[config.mk]
export PLATFORM = sky130hd
export DESIGN_NAME = obstacle_scroller
export DESIGN_NICKNAME = d
export VERILOG_FILES = /design/src/rtl/obstacle_pkg.sv /design/src/rtl/obstacle_slot.sv /design/src/rtl/obstacle_scroller.sv
export SDC_FILE = /design/constraint.sdc
export NUM_CORES = 1
export LEC_CHECK = 0
export CORE_MARGIN = 2
export CORE_UTILIZATION = 40
export DETAILED_ROUTE_END_ITERATION = 8
export SYNTH_ARGS = -nofsm -noshare
export SYNTH_HDL_FRONTEND = slang
export SYNTH_SLANG_ARGS = --single-unit
[constraint.sdc]
create_clock -name bgndclk -period 6.9 [get_ports bgndclk]
set_input_delay 2.07 -clock bgndclk [delete_from_list [all_inputs] [get_ports bgndclk]]
set_output_delay 2.07 -clock bgndclk [all_outputs]
set_load 0.1 [all_outputs]
[src/rtl/obstacle_pkg.sv]
// Shared obstacle constants, type encoding and size decode.
// Used by the scroller, the single-obstacle FSM and the collision judge.
package obstacle_pkg;

  localparam logic [1:0] GS_UNBEGIN = 2'b00;
  localparam logic [1:0] GS_RUNNING = 2'b01;
  localparam logic [1:0] GS_DEAD    = 2'b10;

  localparam int SCREEN_W = 640;
  localparam int SCREEN_H = 480;

  localparam int W_NARROW = 50;
  localparam int W_MID    = 100;
  localparam int W_WIDE   = 150;
  localparam int H_LOW    = 70;
  localparam int H_TALL   = 100;

  localparam int BIRD_OFFSET = 60;

  typedef logic [3:0] obs_sel_t;

  function automatic logic [10:0] obs_width(obs_sel_t sel);
    logic [10:0] w;
    unique case (sel[1:0])
      2'd0: w = 11'(W_NARROW);
      2'd1: w = 11'(W_MID);
      2'd2: w = 11'(W_WIDE);
      2'd3: w = 11'(W_NARROW);
    endcase
    return w;
  endfunction

  function automatic logic [9:0] obs_height(obs_sel_t sel);
    return sel[2] ? 10'(H_TALL) : 10'(H_LOW);
  endfunction

  // Birds fly above the ground line by a fixed offset.
  function automatic logic [9:0] obs_base_y(obs_sel_t sel, logic [9:0] y);
    return sel[3] ? y + 10'(BIRD_OFFSET) : y;
  endfunction

endpackage

[src/rtl/obstacle_slot.sv]
// One obstacle slot: holds active/X/Y/type and scrolls left while running.
// Also answers the per-pixel hit query for its own rectangle.
module obstacle_slot
  import obstacle_pkg::*;
(
  input  logic               bgndclk,
  input  logic               rst,
  input  logic               clear_i,
  input  logic               run_i,
  input  logic               load_i,
  input  obs_sel_t           sel_i,
  input  logic [9:0]         y_i,
  input  logic [3:0]         speed_i,
  input  logic signed [11:0] qx_i,
  input  logic signed [11:0] qy_i,
  output logic               active_o,
  output logic               retire_o,
  output logic signed [11:0] xw_o,
  output logic               hit_o,
  output obs_sel_t           sel_o
);

  localparam logic signed [10:0] X_PARK = 11'(SCREEN_W + 50);
  localparam logic signed [10:0] X_LOAD = 11'(SCREEN_W);

  logic               active_q, active_d;
  logic signed [10:0] x_q, x_d;
  logic [9:0]         y_q, y_d;
  obs_sel_t           sel_q, sel_d;

  logic signed [11:0] x_w, w_w, x_nx, xw_nx;
  logic signed [11:0] ylo, yhi;

  always_comb begin
    x_w   = {x_q[10], x_q};
    w_w   = $signed({1'b0, obs_width(sel_q)});
    xw_o  = x_w + w_w;
    x_nx  = x_w - $signed({8'd0, speed_i});
    xw_nx = x_nx + w_w;
    ylo   = $signed({2'b00, y_q});
    yhi   = ylo + $signed({2'b00, obs_height(sel_q)});
    retire_o = run_i && active_q && (xw_nx <= 12'sd0);
    hit_o = active_q
         && (qx_i >= x_w) && (qx_i < xw_o)
         && (qy_i >= ylo) && (qy_i < yhi);
  end

  always_comb begin
    active_d = active_q;
    x_d      = x_q;
    y_d      = y_q;
    sel_d    = sel_q;
    if (clear_i) begin
      active_d = 1'b0;
      x_d      = X_PARK;
      y_d      = '0;
      sel_d    = '0;
    end else if (load_i) begin
      active_d = 1'b1;
      x_d      = X_LOAD;
      y_d      = y_i;
      sel_d    = sel_i;
    end else if (run_i && active_q) begin
      x_d = x_nx[10:0];
      if (retire_o) active_d = 1'b0;
    end
  end

  always_ff @(posedge bgndclk or posedge rst) begin
    if (rst) begin
      active_q <= 1'b0;
      x_q      <= X_PARK;
      y_q      <= '0;
      sel_q    <= '0;
    end else begin
      active_q <= active_d;
      x_q      <= x_d;
      y_q      <= y_d;
      sel_q    <= sel_d;
    end
  end

  assign active_o = active_q;
  assign sel_o    = sel_q;

endmodule

[src/rtl/obstacle_scroller.sv]
// Multi-slot obstacle scroller: spawn arbitration with a minimum gap,
// retire counting, and a lowest-index-wins pixel hit query.
module obstacle_scroller
  import obstacle_pkg::*;
#(
  parameter int N_SLOTS = 4,
  parameter int MIN_GAP = 120,
  parameter int CNT_W   = 16,
  localparam int SW     = $clog2(N_SLOTS)
) (
  input  logic               bgndclk,
  input  logic               rst,
  input  logic [1:0]         gamestate,
  input  logic [3:0]         speed,
  input  logic               spawn_req,
  input  logic [3:0]         spawn_sel,
  input  logic [9:0]         spawn_y,
  output logic               spawn_ack,
  input  logic [9:0]         px,
  input  logic [8:0]         py,
  output logic               pix_hit,
  output logic [SW-1:0]      pix_slot,
  output logic [3:0]         pix_sel,
  output logic [N_SLOTS-1:0] active_mask,
  output logic               full,
  output logic [CNT_W-1:0]   passed_cnt
);

  localparam int CW1 = CNT_W + 1;

  logic running, clear;
  logic [N_SLOTS-1:0] act, ret, hit, load;
  logic signed [11:0] xw [N_SLOTS];
  obs_sel_t           sel [N_SLOTS];
  logic signed [11:0] qx, qy;
  logic [9:0]         y_dec;

  logic [SW-1:0]    newest_q, newest_d, free_idx;
  logic             gap_ok, accept;
  logic             ack_q, ack_d;
  logic [CNT_W-1:0] cnt_q, cnt_d;
  logic [CNT_W:0]   pop, sum;

  assign running = (gamestate == GS_RUNNING);
  assign clear   = !running && (gamestate != GS_DEAD);
  assign qx      = $signed({2'b00, px});
  assign qy      = $signed(12'(SCREEN_H)) - $signed({3'b000, py});
  assign y_dec   = obs_base_y(spawn_sel, spawn_y);

  for (genvar i = 0; i < N_SLOTS; i++) begin : g_slot
    assign load[i] = accept && (free_idx == SW'(i));
    obstacle_slot u_slot (
      .bgndclk  (bgndclk),
      .rst      (rst),
      .clear_i  (clear),
      .run_i    (running),
      .load_i   (load[i]),
      .sel_i    (spawn_sel),
      .y_i      (y_dec),
      .speed_i  (speed),
      .qx_i     (qx),
      .qy_i     (qy),
      .active_o (act[i]),
      .retire_o (ret[i]),
      .xw_o     (xw[i]),
      .hit_o    (hit[i]),
      .sel_o    (sel[i])
    );
  end

  // Pre-edge mask: a slot retiring this edge is not yet free.
  always_comb begin
    free_idx = '0;
    for (int i = N_SLOTS - 1; i >= 0; i--)
      if (!act[i]) free_idx = SW'(i);
  end

  assign gap_ok = !act[newest_q]
               || (xw[newest_q] <= $signed(12'(SCREEN_W - MIN_GAP)));
  assign accept = running && spawn_req && !full && gap_ok;

  always_comb begin
    pop = '0;
    for (int i = 0; i < N_SLOTS; i++)
      pop = pop + CW1'(ret[i]);
    sum = {1'b0, cnt_q} + pop;
  end

  always_comb begin
    newest_d = newest_q;
    cnt_d    = cnt_q;
    ack_d    = accept;
    if (clear) begin
      newest_d = '0;
      cnt_d    = '0;
    end else begin
      if (accept) newest_d = free_idx;
      cnt_d = sum[CNT_W] ? '1 : sum[CNT_W-1:0];
    end
  end

  always_ff @(posedge bgndclk or posedge rst) begin
    if (rst) begin
      newest_q <= '0;
      cnt_q    <= '0;
      ack_q    <= 1'b0;
    end else begin
      newest_q <= newest_d;
      cnt_q    <= cnt_d;
      ack_q    <= ack_d;
    end
  end

  always_comb begin
    pix_hit  = |hit;
    pix_slot = '0;
    pix_sel  = '0;
    for (int i = N_SLOTS - 1; i >= 0; i--)
      if (hit[i]) begin
        pix_slot = SW'(i);
        pix_sel  = sel[i];
      end
  end

  assign spawn_ack   = ack_q;
  assign active_mask = act;
  assign full        = &act;
  assign passed_cnt  = cnt_q;

endmodule

==> impl_results.md <==
* Commonest non-fill, non-tap cells in the layout: buf_4 (263), ha_1 (225), nand2_1 (158), inv_1 (157), dfrtp_1 (103)
* CP Launch Type: input pin
* Die X at 195 um
* Chip Height at 195 um
* Post-layout min period at 7.32 ns
* Largest cells by area after synthesis: ha_1 (21%), dfrtp_1 (18%), xnor2_1 (6.0%), mux2i_1 (4.5%), inv_1 (4.3%)
* RSZ-0062 raised after global routing: true
* VDD IR max at 0.158 mV
* Endpoints failing setup at 22
* Critical Path AT at 5.25 ns
* Most common cell after layout, fill and taps aside: buf_4
* Max-slew headroom at 34.2%
* GPL Wtd Cong at 0.908
* Max-slew violation count at 0
* # rows at 69
* Seq/Total Area, Yosys at 21.3%
* Mux share of post-synthesis cell area at 4.69%
* Failing checks: setup timing
* Routed Antenna Nets at 0
* M1 GR Usage at 36.4%
* Clock Skews at 0.00943 ns
* Met2 Usage GRT at 43.1%
* WS Path Type: in2out
* CP Capture Type: output port
* Max_cap viols at 0
* Share of cells above drive strength 1 at 25.2%
* Leak at 8.83 nW
* Synth Area in Compound Gates at 18.3%
* First-pass GRT wire length at 79.6 mm
* Clk slew on worst S/H paths at 0.07 ns
* Status: complete, but fails checks
* Initial antenna violation count at 0
* EDFF count, synth at 0
* Area grow syn2layout at 34.6%
* Final Hold Viols at 0
* Worst-margin pin slew at 0.984 ns
* Global routing's busiest layer: met2
* Synthesis warning total at 0
* FFs w/ async S/R, synth at 100%
* Pwr dens at 114 nW/um2
* Hpwl dp at 37.6 mm
* Count of cell types in the netlist at 81
* Met3 Use GR at 4.25%
* Full die area at 38000 um2
* Worst-path fanout max at 5
* Non-filler cells, final at 2544
* Mapped Nets at 2052
* Vias in the first global route at 14700
* Share of the synthesized area in the top cell type at 20.9%
* Layout filler cell count at 3263
* Largest net degree at the start of global routing at 82
* Via count at 14600
* Predominant post-synthesis flop cell: dfrtp_1
* F_max at 0.137 GHz
* Simple-gate portion of the synthesized area at 18.6%
* CTS root buffer: clkbuf_16
* Syn Inst Count at 1751
* Post-Route WL at 50.4 mm
* Port Buffer Count at 70
* Initial Util at 40.8%
* TritonCTS clock tree: done
* Area leader, netlist: ha_1
* DRC violations left at 0
* Reg2Reg Setup Slack at 1.15 ns
* Vias/cell at 5.74
* Req. time, crit path at 4.83 ns
* ANT cells at 0
* Total global-route track usage at 26.5%
* # nets final at 2371
* Hold Crit Class: reg2reg
* Sink Count at 123
* Placed instance count at 2440
* Initial drt markers at 1210
* Htree depth at 4
* Grt ovf at 0
* Per-cell routed wire length at 19.8 um
* First-pass DRT Iterations at 5
* Seq cells post-synth at 123
* Post-synthesis xor/xnor area fraction at 7.97%
* I/O pin cnt at 71
* Clock buffer depth at 2
* Total power at 2.24 mW
* Core box area at 35700 um2
* Worst-skew pair later-pin latency at 0.44 ns
* Period utilization at 106%
* Final WS setup at -0.419 ns
* Synth Area in Adders at 23.0%
* Netlist Area Pre-Place at 14600 um2
* TritonCTS buffer count at 17
* Largest family of logic cells by synthesized area: adder cells
* Syn avg cell area at 8.34 um2
[synthesized netlist by cell type, drive strengths merged (33+ instances only)]
master and n:
ha 244, nand3 63, a31oi 33, o21ai 66, o21a 39, nand2 169
dfrtp 103, clkbuf 37, inv 167, mux2i 65, a21oi 89, nor3 59
xnor2 101, nor2 91
[area by class of cell]
class | instances | area [um2] | share of cell area (%)
clock buffer | 21 | 460 | 2.34
clock inverter | 11 | 109 | 0.554
inverter | 170 | 654 | 3.33
multi-input combinational | 1404 | 11700 | 59.7
sequential | 123 | 3100 | 15.8
tap | 461 | 577 | 2.93
timing repair buffer | 354 | 3020 | 15.4
[registers in the layout, indices dropped and copies added, names as in the netlist]
name,count
g_slot.u_slot.y_q,40
newest_q,2
passed_cnt,16
g_slot.u_slot.sel_o,16
g_slot.u_slot.active_o,4
spawn_ack,1
g_slot.u_slot.x_q,44
[per-stage QoR]
step | cell area, um2 | setup WS, ns | hold WS, ns | TNS [ns] | util (%)
after floorplan | 15000 | -0.599 | 0.470 | -7.34 | -
after global placement | 17700 | -1.21 | 0.493 | -22.28 | 49.5
after detailed placement | 17700 | -1.26 | 0.499 | -23.83 | 49.5
after CTS | 19300 | -0.429 | 0.511 | -3.14 | 53.9
after global routing | 19700 | -0.604 | 0.541 | -8.62 | 55.0
final | 19700 | -0.419 | 0.508 | -4.06 | 55.0
[critical path, cell delays in order]
cell and delay (ns):
buf_6 0.10, clkinvlp_4 0.09, ha_4 0.16, nand2_4 0.05
or2_4 0.26, nand4_1 0.12, xor2_2 0.17, buf_4 0.15
buf_6 0.11, ha_4 0.19, o21ai_2 0.05, nand2b_1 0.07
a21oi_1 0.12, a41o_1 0.13, a41oi_2 0.06, a2111o_1 0.42
or3_4 0.50, nand3_4 0.13, a31oi_4 0.10, buf_12 0.19
[what timing repair did]
item,in CTS,in global routing
buffers inserted,66,16
resized for setup,138,64
hold buffers,0,0
pin swaps,64,54
setup endpoints to repair,23,24
cloned,1,0
[routing by layer]
layer,vias to the layer above,routed length [um],part of all wire (%)
li1,6952,-,-
met1,7159,23500,47
met2,405,23200,46
met3,89,2580,5.1
met4,0,1100,2.2
met5,-,0,0
[path summary, 6_finish.rpt]
path	start	to	cells after the start
min in group asynchronous	rst	passed_cnt[11]	2
worst min register to register	g_slot[3].u_slot.x_q[5]	g_slot[3].u_slot.x_q[5]	2
worst min-delay path	g_slot[3].u_slot.x_q[5]	g_slot[3].u_slot.x_q[5]	2
worst max register to register	g_slot[0].u_slot.x_q[0]	passed_cnt[14]	29
max in group asynchronous	rst	passed_cnt[14]	3
worst max-delay path	py[0]	pix_sel[2]	20
[where the power goes]
group	internal, mW	switching (mW)	total, mW
logic	0.275	0.319	0.594
clock network	0.519	0.394	0.913
registers	0.725	0.00496	0.730
total	1.52	0.718	2.24
[cells by family after synthesis]
group / Yosys count
XOR/XNOR: 132
flip-flops: 123
buffers and inverters: 224
multiplexers: 67
adder cells (fa/ha/maj): 259
AND/OR/NAND/NOR: 549
AO/OA/AOI/OAI: 397
(Power assumes the default switching activity.)
